$ cat config.mk
export PLATFORM = sky130hd
export DESIGN_NAME = rr_arb_mux
export DESIGN_NICKNAME = d
export VERILOG_FILES = /design/src/rtl/arb_mux_pkg.sv /design/src/rtl/rr_pick.sv /design/src/rtl/rr_arb_mux.sv
export SDC_FILE = /design/constraint.sdc
export NUM_CORES = 1
export LEC_CHECK = 0
export ABC_AREA = 1
export BUFFER_PORTS_ARGS = -buffer_cell sky130_fd_sc_hd__buf_2
export CAP_MARGIN = 20
export CORE_AREA = 4 4 120 122
export DETAILED_ROUTE_END_ITERATION = 7
export DIE_AREA = 0 0 124 126
export GPL_ROUTABILITY_DRIVEN = 0
export PLACE_DENSITY = 0.71
export RECOVER_POWER = 100
export REMOVE_ABC_BUFFERS = 1
export SLEW_MARGIN = 20
export SYNTH_ARGS = -nofsm -noshare
export SYNTH_HDL_FRONTEND = slang
export SYNTH_SLANG_ARGS = --single-unit
export TNS_END_PERCENT = 5
$ cat constraint.sdc
create_clock -name clk -period 7.8 [get_ports clk]
set_input_delay 0.78 -clock clk [delete_from_list [all_inputs] [get_ports clk]]
set_output_delay 0.78 -clock clk [all_outputs]
set_load 0.01 [all_outputs]
$ cat src/rtl/arb_mux_pkg.sv
// Shared definitions for the round-robin arbitrating multiplexer:
// mode encodings, transfer-counter width and a saturating increment helper.
package arb_mux_pkg;

  localparam logic MODE_FIXED = 1'b0;
  localparam logic MODE_RR    = 1'b1;

  localparam int CNT_W = 16;

  // Increment that sticks at the all-ones value instead of wrapping.
  function automatic logic [CNT_W-1:0] sat_inc(input logic [CNT_W-1:0] value);
    return (value == '1) ? value : value + 1'b1;
  endfunction

endpackage

$ cat src/rtl/rr_pick.sv
// Combinational rotating-priority picker: returns the first requesting
// channel found searching upward from last_grant+1, wrapping modulo NUM_IN.
// Fixed-select arbitration reuses it by presenting a single-bit request.
module rr_pick #(
  parameter int NUM_IN = 8,
  parameter int SEL_W  = $clog2(NUM_IN)
) (
  input  logic [NUM_IN-1:0] req,
  input  logic [SEL_W-1:0]  last_grant,
  output logic              grant_valid,
  output logic [SEL_W-1:0]  grant_idx
);

  // Scan from the farthest candidate to the nearest so the nearest hit wins.
  always_comb begin
    logic [SEL_W-1:0] idx;
    idx         = '0;
    grant_valid = 1'b0;
    grant_idx   = '0;
    for (int off = NUM_IN; off >= 1; off--) begin
      idx = SEL_W'((int'(last_grant) + off) % NUM_IN);
      if (req[idx]) begin
        grant_valid = 1'b1;
        grant_idx   = idx;
      end
    end
  end

endmodule

$ cat src/rtl/rr_arb_mux.sv
// N-input arbitrating multiplexer with a single registered output slot.
// mode selects fixed channel select or round-robin arbitration; the slot
// reloads in the same cycle it drains, giving one word per cycle.
// Optional feature: define RR_ARB_MUX_CNT_EN to add the saturating
// output-transfer counter port xfer_cnt.
module rr_arb_mux
  import arb_mux_pkg::*;
#(
  parameter  int WIDTH  = 32,
  parameter  int NUM_IN = 8,
  localparam int SEL_W  = $clog2(NUM_IN)
) (
  input  logic                    clk,
  input  logic                    rst_n,
  input  logic [NUM_IN*WIDTH-1:0] in_data,
  input  logic [NUM_IN-1:0]       in_valid,
  output logic [NUM_IN-1:0]       in_ready,
  input  logic                    mode,
  input  logic [SEL_W-1:0]        sel,
  output logic [WIDTH-1:0]        out_data,
  output logic [SEL_W-1:0]        out_chan,
  output logic                    out_valid,
  input  logic                    out_ready
`ifdef RR_ARB_MUX_CNT_EN
  ,
  output logic [CNT_W-1:0]        xfer_cnt
`endif
);

  logic [SEL_W-1:0]  last_grant;
  logic [NUM_IN-1:0] req_fixed;
  logic [NUM_IN-1:0] req;
  logic              grant_valid;
  logic [SEL_W-1:0]  grant_idx;
  logic              loadable;
  logic              in_xfer;

  // Build the request vector: all valids in round-robin, only sel in fixed mode.
  always_comb begin
    req_fixed = '0;
    if (int'(sel) < NUM_IN) begin
      req_fixed[sel] = in_valid[sel];
    end
    req = (mode == MODE_FIXED) ? req_fixed : in_valid;
  end

  rr_pick #(
    .NUM_IN (NUM_IN),
    .SEL_W  (SEL_W)
  ) u_pick (
    .req         (req),
    .last_grant  (last_grant),
    .grant_valid (grant_valid),
    .grant_idx   (grant_idx)
  );

  // Accept only into an empty slot or one draining this cycle; never in reset.
  always_comb begin
    loadable = !out_valid || out_ready;
    in_xfer  = rst_n && loadable && grant_valid;
    in_ready = in_xfer ? (NUM_IN'(1) << grant_idx) : '0;
  end

  // Output slot and arbitration history; a stalled slot holds its contents.
  always_ff @(posedge clk) begin
    if (!rst_n) begin
      out_valid  <= 1'b0;
      out_data   <= '0;
      out_chan   <= '0;
      last_grant <= SEL_W'(NUM_IN - 1);
    end else if (loadable) begin
      out_valid <= grant_valid;
      if (grant_valid) begin
        out_data   <= in_data[int'(grant_idx)*WIDTH +: WIDTH];
        out_chan   <= grant_idx;
        last_grant <= grant_idx;
      end
    end
  end

`ifdef RR_ARB_MUX_CNT_EN
  // Count output transfers, saturating at the maximum value.
  always_ff @(posedge clk) begin
    if (!rst_n) begin
      xfer_cnt <= '0;
    end else if (out_valid && out_ready) begin
      xfer_cnt <= sat_inc(xfer_cnt);
    end
  end
`endif

endmodule
* Yosys cells after proc, flatten, opt, wreduce, memory -nomap -nowiden *
Cells that the tools add are included.

operators by class
  add/subtract/negate cells = 8
  order comparisons = 10
  shift-type cells = 2
  mux-type cells = 38
  bitwise gates (word level) = 1
  reductions and logical operators = 6

operators with widths
  cell                                                                           count
  256-bit by 9-bit variable part select with 32-bit output                       1
  3-bit by 4-bit less-than comparator with 1-bit output (second input constant)  9
  1-bit binary-select mux with 3-bit select                                      9
  3-bit 2-to-1 mux                                                               8
  1-bit 2-to-1 mux                                                               18
  8-bit 2-to-1 mux                                                               2
  3-bit adder (second input constant)                                            4
  8-bit AND                                                                      1
  1-bit by 3-bit << shifter with 8-bit output (first input constant)             1
  3-bit by 1-bit adder with 3-bit output (second input constant)                 2
  3-bit by 2-bit adder with 3-bit output (second input constant)                 2
  1-bit demux with 3-bit select                                                  1
  3-bit by 1-bit >= comparator with 1-bit output (second input constant)         1
  1-bit logical AND                                                              3
  2-bit AND reduction                                                            1
  1-bit zero test                                                                1
  1-bit logical OR                                                               1

storage, ports and cells
  bits in registers = 39
  output and inout port bits = 44
  word-level logic and storage cells = 69

* Logic depth before layout (Yosys ltp) *
  depth after elaboration = 18
  gate-level depth with buffers = 30
  depth with buffers taken out = 29

* Cells and area by module *
From an unflattened synthesis, not the netlist that was laid out.

unflattened totals
  cell total of the unflattened synthesis = 1088
  area total of the unflattened synthesis = 5123.7 um^2

by module, submodules not included
  module      instances  cells an instance  area each (um^2)  seq. area each (um^2)
  rr_arb_mux  1          965                4456.8            780.7
  rr_pick     1          123                666.9             0.0

* Worst setup path after synthesis *
OpenSTA, ideal clock, no wires.

  path kind = input -> output
  start point = in sel[1]
  end point = out in_ready[0]
  arrival time = 2909 ps
  path slack = 4111 ps
  stages on the path = 21
  cells stage by stage = buf_4 > nor2_2 > nand3_1 > a21oi_2 > nand2_1 > o21ai_1 > o21ai_1 > or2_1 > nand2_2 > o21ai_1 > nand2_1 > nand2_1 > nand2_1 > nand2_1 > nand2_2 > nand2_4 > inv_2 > buf_4 > buf_2 > nand2_1 > nor2_1

between the ends
  longest elaborated chain between the ends = 18
  elaborated cells on any way between the ends = 44
  those cells by class = order compare (2); shift (1); mux (38); bitwise (1); reduce/logical (2)

ends and longest elaborated chain
  item                                                                                                                                                  line                                RTL
  start: declaration                                                                                                                                    rr_arb_mux.sv:19                    input logic [SEL_W-1:0] sel,
  3-bit by 4-bit less-than comparator with 1-bit output (implied by the code) / 3-bit by 1-bit >= comparator with 1-bit output (equally long branches)  rr_arb_mux.sv:42                    req_fixed[sel] = in_valid[sel];
  1-bit logical AND (implied by the code)                                                                                                               rr_arb_mux.sv:42
  1-bit 2-to-1 mux (implied by the code)                                                                                                                rr_arb_mux.sv:42
  1-bit demux with 3-bit select                                                                                                                         rr_arb_mux.sv:42
  8-bit AND (no line) (*)                                                                                                                               n/a
  8-bit 2-to-1 mux (*)                                                                                                                                  rr_arb_mux.sv:44                    req = (mode == MODE_FIXED) ? req_fixed : in_valid;
  1-bit binary-select mux with 3-bit select                                                                                                             rr_pick.sv:22                       if (req[idx]) begin
  1-bit 2-to-1 mux (implied by the code)                                                                                                                rr_pick.sv:22
  3-bit 2-to-1 mux / 1-bit 2-to-1 mux (equally long branches) (8 in series)                                                                             rr_pick.sv:22
  1-bit by 3-bit << shifter with 8-bit output / 1-bit logical AND (equally long branches)                                                               rr_arb_mux.sv:61, rr_arb_mux.sv:60
  8-bit 2-to-1 mux (*)                                                                                                                                  rr_arb_mux.sv:61                    in_ready = in_xfer ? (NUM_IN'(1) << grant_idx) : '0;
  end: declaration                                                                                                                                      rr_arb_mux.sv:17                    output logic [NUM_IN-1:0] in_ready,

Mark *: on every way between the ends. The rest lies on a longest branch, timed or not. The select of a mux whose other input is x is not followed.

* Final worst setup path *
  start point = reg last_grant[1]
  end point = out in_ready[5]

between the ends
  longest elaborated chain between the ends = 13
  elaborated cells on any way between the ends = 43
  those cells by class = add/sub (8); shift (1); mux (33); reduce/logical (1)

ends and longest elaborated chain
  item                                                                                     line                                RTL
  start: declaration                                                                       rr_arb_mux.sv:30                    logic [SEL_W-1:0] last_grant;
  start signal: assignment                                                                 rr_arb_mux.sv:70                    last_grant <= SEL_W'(NUM_IN - 1);
  start signal: assignment                                                                 rr_arb_mux.sv:76                    last_grant <= grant_idx;
  3-bit by 1-bit adder with 3-bit output                                                   rr_pick.sv:21                       idx = SEL_W'((int'(last_grant) + off) % NUM_IN);
  1-bit binary-select mux with 3-bit select                                                rr_pick.sv:22
  1-bit 2-to-1 mux (implied by the code)                                                   rr_pick.sv:22
  3-bit 2-to-1 mux / 1-bit 2-to-1 mux (equally long branches) (8 in series)                rr_pick.sv:22
  1-bit by 3-bit << shifter with 8-bit output / 1-bit logical AND (equally long branches)  rr_arb_mux.sv:61, rr_arb_mux.sv:60
  8-bit 2-to-1 mux (*)                                                                     rr_arb_mux.sv:61

Marked as above.

==> impl_metrics.prom <==
# TYPE chip_impl_metric gauge
chip_impl_info{name="nature_of_the_critical_path_endpoint",value="output port"} 1
chip_impl_info{name="synth_largest_area_cell",value="sky130_fd_sc_hd__nand2_1"} 1
chip_impl_metric{name="post_synth_instance_area",unit="um^2"} 4900
chip_impl_metric{name="die-height",unit="um"} 126
chip_impl_metric{name="r2r_slack",unit="ns"} 2.76
chip_impl_metric{name="area.sequential",unit="um^2"} 781
chip_impl_metric{name="post_cts_repair_timing_setup_buffer_count",unit=""} 0
chip_impl_info{name="cts.root.buffer_cell",value="sky130_fd_sc_hd__clkbuf_16"} 1
chip_impl_metric{name="die_width",unit="um"} 124
chip_impl_metric{name="gr-usage-all-layers",unit=""} 0.241
chip_impl_metric{name="clk_pin_slew",unit="ns"} 0.06
chip_impl_info{name="min_path_type",value="flop to flop"} 1
chip_impl_metric{name="critical_path_at",unit="ns"} 5.30
chip_impl_info{name="violations",value="max-capacitance violations, max-slew violations"} 1
chip_impl_metric{name="antenna_found_initial",unit=""} 1
chip_impl_metric{name="detail-route-antenna-nets",unit=""} 0
chip_impl_metric{name="drv.max_cap_violation_count",unit=""} 1
chip_impl_info{name="regToRegStartpoint",value="last_grant[1]"} 1
chip_impl_metric{name="ctsHtreeMaxLevel",unit=""} 2
chip_impl_metric{name="yosys_reg_bits",unit=""} 39
chip_impl_metric{name="fmax",unit="MHz"} 165
chip_impl_metric{name="min_period_over_period",unit=""} 0.779
chip_impl_metric{name="synth_enable_flop_cells",unit=""} 0
chip_impl_metric{name="antennaDiodeCount",unit=""} 0
chip_impl_info{name="hold_path.startpoint",value="out_chan[1]"} 1
chip_impl_metric{name="viasPerCell",unit=""} 4.92
chip_impl_metric{name="cts.repair.resized",unit=""} 0
chip_impl_metric{name="row_cnt",unit=""} 42
chip_impl_metric{name="finalWorstPathRequiredPeriod",unit="ns"} 6.08
chip_impl_metric{name="share_of_cells_above_drive_strength_1",unit=""} 0.246
chip_impl_metric{name="final_net_count",unit=""} 1512
chip_impl_info{name="yosys-top-cells-area",value="sky130_fd_sc_hd__nand2_1 40%, sky130_fd_sc_hd__nand3_1 19%, sky130_fd_sc_hd__dfxtp_1 16%"} 1
chip_impl_metric{name="syn_area_per_cell",unit="um^2"} 5.01
chip_impl_metric{name="yosysUniqueCellTypes",unit=""} 31
chip_impl_metric{name="total_area_of_multi_input_combinational_cells",unit="um^2"} 3580
chip_impl_metric{name="critical_path_peak_fanout",unit=""} 39
chip_impl_metric{name="number_of_top_level_pins",unit=""} 315
chip_impl_metric{name="gr-total-overflow",unit=""} 0
chip_impl_metric{name="core_area",unit="um^2"} 13200
chip_impl_metric{name="wl",unit="um"} 19900
chip_impl_metric{name="numClockSinks",unit=""} 39
chip_impl_metric{name="initial_core_util",unit=""} 0.372
chip_impl_info{name="setup.worst_path.class",value="flop to output port"} 1
chip_impl_metric{name="grt_max_degree",unit=""} 86
chip_impl_info{name="timing.critical_path.from",value="last_grant[1]"} 1
chip_impl_info{name="tritoncts",value="yes"} 1
chip_impl_metric{name="design.die.area",unit="um^2"} 15600
chip_impl_metric{name="synth_top_area_share",unit=""} 0.403
chip_impl_metric{name="drt_drc_violations_left",unit=""} 0
chip_impl_info{name="outcome",value="finished with violations"} 1
chip_impl_metric{name="global_route_wire_length_before_repair",unit="um"} 30700
chip_impl_info{name="yosys_most_used_dff",value="sky130_fd_sc_hd__dfxtp_1"} 1
chip_impl_metric{name="final.hold.worst_slack",unit="ns"} 0.474
chip_impl_metric{name="drt_iter0_drc",unit=""} 470
chip_impl_metric{name="hold_buf_count_cts",unit=""} 0
chip_impl_metric{name="worst_clock_skew_on_the_final_layout",unit="ns"} 0.00476
chip_impl_info{name="rsz_0062_raised_after_global_routing",value="no"} 1
chip_impl_metric{name="synthArstFlopShare",unit=""} 0
chip_impl_metric{name="final_core_utilization",unit=""} 0.489
chip_impl_metric{name="detailedRoute.firstPassIterationCount",unit=""} 6
chip_impl_metric{name="port_buffers",unit=""} 314
chip_impl_metric{name="tritoncts.num_buffers",unit=""} 5
chip_impl_metric{name="setup_viol",unit=""} 0
chip_impl_metric{name="share_of_synthesized_area_occupied_by_flip_flops_and_latches",unit=""} 0.159
chip_impl_metric{name="synth-warning-count",unit=""} 0
chip_impl_metric{name="relSlewSlack",unit=""} -0.159
chip_impl_metric{name="worst_ep_required",unit="ns"} 7.02
chip_impl_metric{name="nFillCells",unit=""} 1529
chip_impl_metric{name="drt-wirelength-per-cell",unit="um"} 14.1
chip_impl_metric{name="vias_in_the_first_global_route",unit=""} 6415
chip_impl_metric{name="totalNegativeSetupSlack",unit="ns"} 0
chip_impl_metric{name="hold_viol",unit=""} 0
chip_impl_info{name="startpoint_type",value="flop"} 1
chip_impl_metric{name="drv_slew",unit=""} 40
chip_impl_metric{name="cts-root-to-sink-buffers",unit=""} 2
chip_impl_metric{name="tightestPinTransition",unit="ns"} 1.74
chip_impl_metric{name="route.vias.total",unit=""} 6968
chip_impl_metric{name="clkLatencyLatePin",unit="ns"} 0.27
chip_impl_info{name="yosysMostFrequentCell",value="sky130_fd_sc_hd__nand2_1"} 1
chip_impl_info{name="netlist_top_cells_count",value="526 x sky130_fd_sc_hd__nand2_1, 188 x sky130_fd_sc_hd__nand3_1, 39 x sky130_fd_sc_hd__dfxtp_1, 38 x sky130_fd_sc_hd__buf_2, 32 x sky130_fd_sc_hd__inv_1"} 1
chip_impl_metric{name="synthesis.instances",unit=""} 979
chip_impl_metric{name="area_growth",unit="%"} 31.7
chip_impl_metric{name="hpwl",unit="um"} 15000
-- area by class of cell --
type / instances / share of cell area
well taps: 176 / 0.0341
clock buffers: 6 / 0.0215
inverters: 42 / 0.0244
clock inverters: 1 / 0.000776
flip-flops and latches: 39 / 0.121
repair buffers: 322 / 0.243
multi-input cells: 829 / 0.555
-- logic make-up after synthesis --
logic type / synth area share
AO/OA/AOI/OAI: 0.0551
XOR/XNOR: 0.00536
adder cells (fa/ha/maj): 0.00511
buffers and inverters: 0.111
flip-flops: 0.159
multiplexers: 0.00408
AND/OR/NAND/NOR: 0.660
-- per-stage QoR --
stage               instance area [um^2]  worst slack, ns  cells
floorplan                           4520             2.20    910
global placement                    6370             2.71   1408
detailed placement                  6370             2.64   1408
CTS                                 6520             2.44   1415
global route                        6450             1.06   1415
finish                              6450             1.72   1415
-- per-layer routing --
metal | share of wire | vias up | global-route usage
li1 | - | 3646 | -
met1 | 0.39 | 2971 | 0.291
met2 | 0.50 | 296 | 0.430
met3 | 0.079 | 53 | 0.0422
met4 | 0.032 | 2 | 0.0715
met5 | 0.00035 | - | 0
-- registers in the layout, summed over array words and instances (netlist names) --
signal      flops
last_grant      3
out_chan        3
out_data       32
out_valid       1
-- path summary, 6_finish.rpt --
path,endpoint,depth (start not counted)
hold / removal,out_chan[1],2
hold reg to reg,out_chan[1],2
setup reg to reg,out_data[16],15
setup / recovery,in_ready[5],17
-- cell usage in the layout, fill, tap and decap left out, drive strengths merged --
cell / count
nand2: 531
a21oi: 24
or2: 6
clkinv: 2
a21boi: 2
nor4: 1
mux2i: 2
o211ai: 3
nor3: 3
xor2: 1
nand4: 18
ha: 2
nor2: 24
nand3: 188
o21ai: 21
xnor2: 2
dfxtp: 39
nand3b: 1
clkbuf: 51
inv: 41
buf: 277
-- critical path: stages, from the launching register on --
cell	delay, ns
sky130_fd_sc_hd__dfxtp_1	0.47
sky130_fd_sc_hd__clkinv_1	0.31
sky130_fd_sc_hd__ha_1	0.51
sky130_fd_sc_hd__inv_1	0.13
sky130_fd_sc_hd__nand2_1	0.09
sky130_fd_sc_hd__o21ai_0	0.11
sky130_fd_sc_hd__or2_0	0.25
sky130_fd_sc_hd__nand2_1	0.16
sky130_fd_sc_hd__nor4_1	0.08
sky130_fd_sc_hd__nand3_1	0.07
sky130_fd_sc_hd__nand2_1	0.05
sky130_fd_sc_hd__clkbuf_1	0.67
sky130_fd_sc_hd__inv_1	0.41
sky130_fd_sc_hd__nand2_1	0.15
sky130_fd_sc_hd__nor2_1	0.98
sky130_fd_sc_hd__inv_1	0.24
sky130_fd_sc_hd__nor2_1	0.16
sky130_fd_sc_hd__clkbuf_1	0.17
Power is not shown: default switching activity piles up to over one toggle a cycle in this logic, so the estimate is an artifact.
